<file path="src/rtl/counter_sched.sv">
// Two-requester round-robin scheduler around one shared up-counter.
// A granted run loads init and counts by one until it reaches end.
module counter_sched #(
  parameter int unsigned Width = 32
) (
  input  logic             Clk_i,
  input  logic             Reset_n_i,
  input  logic [1:0]       Req_i,
  input  logic [Width-1:0] ReqInit0_i,
  input  logic [Width-1:0] ReqEnd0_i,
  input  logic [Width-1:0] ReqInit1_i,
  input  logic [Width-1:0] ReqEnd1_i,
  input  logic             Abort_i,
  output logic [1:0]       Grant_o,
  output logic [1:0]       Done_o,
  output logic [1:0]       Err_o,
  output logic             Busy_o,
  output logic             Owner_o,
  output logic [Width-1:0] Data_o
);

  typedef enum logic [1:0] {
    IDLE,
    COUNT,
    DONE
  } state_e;

  state_e           state_q, state_d;
  logic [Width-1:0] data_q, data_d;
  logic [Width-1:0] end_q, end_d;
  logic             owner_q, owner_d;
  logic             ptr_q, ptr_d;
  logic [1:0]       grant_q, grant_d;
  logic [1:0]       done_q, done_d;
  logic [1:0]       err_q, err_d;

  logic             win;
  logic [Width-1:0] win_init;
  logic [Width-1:0] win_end;

  // ptr_q names the requester that wins a tie
  always_comb begin
    win      = (Req_i == 2'b11) ? ptr_q : Req_i[1];
    win_init = win ? ReqInit1_i : ReqInit0_i;
    win_end  = win ? ReqEnd1_i : ReqEnd0_i;
  end

  always_comb begin
    state_d = state_q;
    data_d  = data_q;
    end_d   = end_q;
    owner_d = owner_q;
    ptr_d   = ptr_q;
    grant_d = '0;
    done_d  = '0;
    err_d   = '0;
    unique case (state_q)
      IDLE: begin
        if (Req_i != 2'b00) begin
          ptr_d = ~win;
          if (win_init <= win_end) begin
            grant_d[win] = 1'b1;
            data_d       = win_init;
            end_d        = win_end;
            owner_d      = win;
            state_d      = COUNT;
          end else begin
            err_d[win] = 1'b1;
          end
        end
      end
      COUNT: begin
        if (Abort_i) begin
          state_d = IDLE;
        end else if (data_q == end_q) begin
          state_d         = DONE;
          done_d[owner_q] = 1'b1;
        end else begin
          data_d = data_q + 1'b1;
        end
      end
      DONE: begin
        state_d = IDLE;
      end
      default: begin
        state_d = IDLE;
      end
    endcase
  end

  always_ff @(posedge Clk_i or negedge Reset_n_i) begin
    if (!Reset_n_i) begin
      state_q <= IDLE;
      data_q  <= '0;
      end_q   <= '0;
      owner_q <= 1'b0;
      ptr_q   <= 1'b0;
      grant_q <= '0;
      done_q  <= '0;
      err_q   <= '0;
    end else begin
      state_q <= state_d;
      data_q  <= data_d;
      end_q   <= end_d;
      owner_q <= owner_d;
      ptr_q   <= ptr_d;
      grant_q <= grant_d;
      done_q  <= done_d;
      err_q   <= err_d;
    end
  end

  assign Grant_o = grant_q;
  assign Done_o  = done_q;
  assign Err_o   = err_q;
  assign Busy_o  = (state_q != IDLE);
  assign Owner_o = owner_q;
  assign Data_o  = data_q;

endmodule

</file>
<file path="config.mk">
export PLATFORM = sky130hd
export DESIGN_NAME = counter_sched
export DESIGN_NICKNAME = d
export VERILOG_FILES = /design/src/rtl/counter_sched.sv
export SDC_FILE = /design/constraint.sdc
export NUM_CORES = 1
export LEC_CHECK = 0
export ABC_AREA = 1
export ABC_CLOCK_PERIOD_IN_PS = 3250
export BUFFER_PORTS_ARGS = -buffer_cell sky130_fd_sc_hd__buf_2
export CAP_MARGIN = 40
export CORE_ASPECT_RATIO = 1.2
export CORE_UTILIZATION = 40
export CTS_CLUSTER_DIAMETER = 40
export CTS_CLUSTER_SIZE = 28
export DETAILED_ROUTE_END_ITERATION = 12
export PLACE_DENSITY_LB_ADDON = 0.2
export SLEW_MARGIN = 25
export SYNTH_ARGS = -nofsm -noshare
export SYNTH_HDL_FRONTEND = slang
export SYNTH_SLANG_ARGS = --single-unit
</file>
<file path="constraint.sdc">
create_clock -name Clk_i -period 3.25 [get_ports Clk_i]
set_input_delay 0.4875 -clock Clk_i [delete_from_list [all_inputs] [get_ports Clk_i]]
set_output_delay 0.4875 -clock Clk_i [all_outputs]
set_load 0.01 [all_outputs]
</file>
==> run metrics <==
run status=finished, final reports clean; GP Congestion=around 0.9; fin crit period=about 3.1 ns; vias per cell=about 5; Tcrit/Tclk final=0.948; top cells by area, synth=dfrtp_1 31%, nand2_1 21%, ha_1 6.9%; GRT Total Usage=0.230; Antenna Nets Post-Route=0; largest net degree at the start of global routing=44; critical path endpoint category=flop; RSZ-0062 raised after global routing=no; die height=136 um; Arr. time, crit path=around 3.3 ns; Synth area leader=dfrtp_1; sequential share of the synthesized area=0.310; Clk Latency, worst-skew pair=about 0.33 ns; Final Max Slew Viols=0; Worst-path clk slew=0.06 ns; Final Skew=around 0.008 ns; critical path type=reg2reg; Ports=around 170; Clock Path Buffers=2; Core Rows=48; placed cell area=a little over 0.007 mm2; relative max-transition margin=0.544; Peak Freq=324 MHz; Synth Flop Type=dfrtp_1; Setup TNS=0 ns; DR pass1 iterations=5; Routed WL=approximately 18,000 um; Worst-Margin Slew=~0.7 ns; Max Cap Viol=0; Num CTS Buffers=9; fin area=between 0.007 and 0.008 mm2; Worst Path Max Fanout=27; Sw Ratio=0.456; Yosys Warn Count=0; Distinct cells, synth=38; Fillers=between 1,000 and 1,500; EDFF count, synth=0; Switch Pwr=roughly 2800 uW; Pleak=0.00401 uW; CTS root buf=clkbuf_16; asr flop ratio synth=1.00; Post-Syn Nets=slightly below 1,000; htree depth=3; Synth Register Bits=74; core area=approximately 0.014 mm2; initial DRC count=around 260; Detailed Place HPWL=between 10,000 and 15,000 um; clock sinks=74; die area=about 0.015 mm2; vias in the first global route=5,466; Starting Density=0.413; sequential share of power=0.305; PD cells=around 810 mW/mm2; commonest cells in the synthesized netlist=341 x nand2_1, 74 x dfrtp_1, 50 x nor2_1, 44 x nand3_1; Setup-failing EPs final=0; clock power share=0.162; Critical Path Source Type=flop; # DRC=0; CP required=around 3.5 ns; Port Buffer Count=172; Final Hold Viols=0; die width=about 110 um; gr ovfl total=0; combinational share of power=0.533; area grow syn2layout=26.1%; initial antenna violation count=0; Mapped Area=about 0.006 mm2; cell with the most instances after synthesis=nand2_1; top-area cell type share of the netlist area=0.310; Final Core Density=0.521; Synth Instances=approximately 820; Hold/Removal Path Class=in2async; hold_buf cts=0; CTS tree=yes; global-route wire length before repair=roughly 28,000 um; WL/cell=about 15 um; n_diodes=0; Vias=around 6,000; fin nets=1,158; internal power=around 3300 uW; worst vdd ir=roughly 0.36 mV; Post-Syn Area per Cell=between 7 and 8 um2; layout cells sized above 1=0.270
repair_timing:
action | in CTS | in global routing
hold endpoints to repair | 0 | 0
resized for setup | 1 | 9
buffers inserted | 0 | 4
setup endpoints to repair | 30 | 65
pin swaps | 0 | 5
gates cloned | 0 | 6
path summary, 6_finish.rpt:
kind / from / end / slack (ns) / cells past startpoint
setup / recovery: ptr_q / end_q[11] / 0.17 / 17
hold / removal: Reset_n_i / end_q[4] / 0.11 / 1
setup reg to reg: ptr_q / end_q[11] / 0.17 / 17
hold reg to reg: end_q[30] / end_q[30] / 0.50 / 2
max in group asynchronous: Reset_n_i / Data_o[19] / 2.55 / 2
min in group Clk_i: Abort_i / Done_o[1] / 0.45 / 4
power groups by stage:
stage / Clock [uW] / Sequential (uW) / Combinational [uW]
after CTS: 1010 / 1870 / 3080
after global placement: 0 / 1880 / 3010
after floorplan: 0 / 1800 / 2270
final: 991 / 1870 / 3270
after detailed placement: 0 / 1880 / 3060
after global routing: 1030 / 1940 / 3670
metrics by stage:
step / power [uW] / worst slack (ns) / cells / hold slack (ns)
2_1_floorplan: 4070 / 0.433 / 818 / 0.192
3_3_place_gp: 4890 / -0.0893 / 1170 / 0.481
3_5_place_dp: 4940 / -0.164 / 1171 / 0.470
4_1_cts: 5960 / 0.0460 / 1186 / 0.114
5_1_grt: 6640 / 0.00314 / 1196 / 0.139
6_report: 6130 / 0.168 / 1196 / 0.107
final cells by class:
type / count / area [um2] / share of cell area
inverters: 28 / 105 / 0.0139
clock buffers: 12 / 246 / 0.0327
multi-input cells: 681 / 3820 / 0.507
clock inverters: 3 / 40.0 / 0.00531
repair buffers: 198 / 1220 / 0.162
well taps: 200 / 250 / 0.0332
flip-flops and latches: 74 / 1850 / 0.246
registers in the layout, indices dropped and copies added (netlist names):
| signal | flops |
|---|---|
| Data_o | 32 |
| end_q | 32 |
| Done_o | 2 |
| Err_o | 2 |
| Grant_o | 2 |
| state_q | 2 |
| Owner_o | 1 |
| ptr_q | 1 |
layout by cell type, fill, tap and decap left out, types with 10 or more instances in the layout:
master	netlist	final
xnor2_1	24	24
inv_1	25	25
xor2_1	24	24
nand2_1	341	340
o21ai_2	26	26
nand3_1	44	44
clkbuf_16	0	12
a21oi_1	14	13
mux2i_1	33	30
dfrtp_1	74	74
nor2_1	50	50
nand4_1	10	10
o21ai_0	13	13
buf_4	3	15
ha_1	33	33
buf_2	11	171
nor3_1	18	18
worst max-delay path: stages (launching register included):
cell	delay, ns
dfrtp_1	0.36
inv_1	0.07
nand2_1	0.08
nand2_4	0.14
buf_12	0.20
buf_4	0.18
mux2i_2	0.28
ha_1	0.28
nand2_1	0.16
o21a_1	0.15
nand2_1	0.10
a21oi_2	0.20
nand2_1	0.12
nand2_4	0.14
nand2_8	0.13
clkbuf_16	0.24
nand2_1	0.08
o21ai_2	0.05
kinds of logic after synthesis:
| family | after synthesis | synth area share |
|---|---|---|
| adder cells (fa/ha/maj) | 33 | 0.0691 |
| multiplexers | 33 | 0.0553 |
| AND/OR/NAND/NOR | 491 | 0.347 |
| XOR/XNOR | 50 | 0.0758 |
| buffers and inverters | 65 | 0.0638 |
| flip-flops | 74 | 0.310 |
| AO/OA/AOI/OAI | 72 | 0.0795 |
per-layer routing:
metal	part of all wire	GRT usage	routed length (um)	up-vias
li1	-	-	-	3015
met1	0.43	0.295	7790	2703
met2	0.50	0.406	9070	173
met3	0.049	0.0303	881	10
met4	0.013	0.0607	229	0
met5	0	0	0	-
Note: power is estimated with default switching activity, not from simulation.
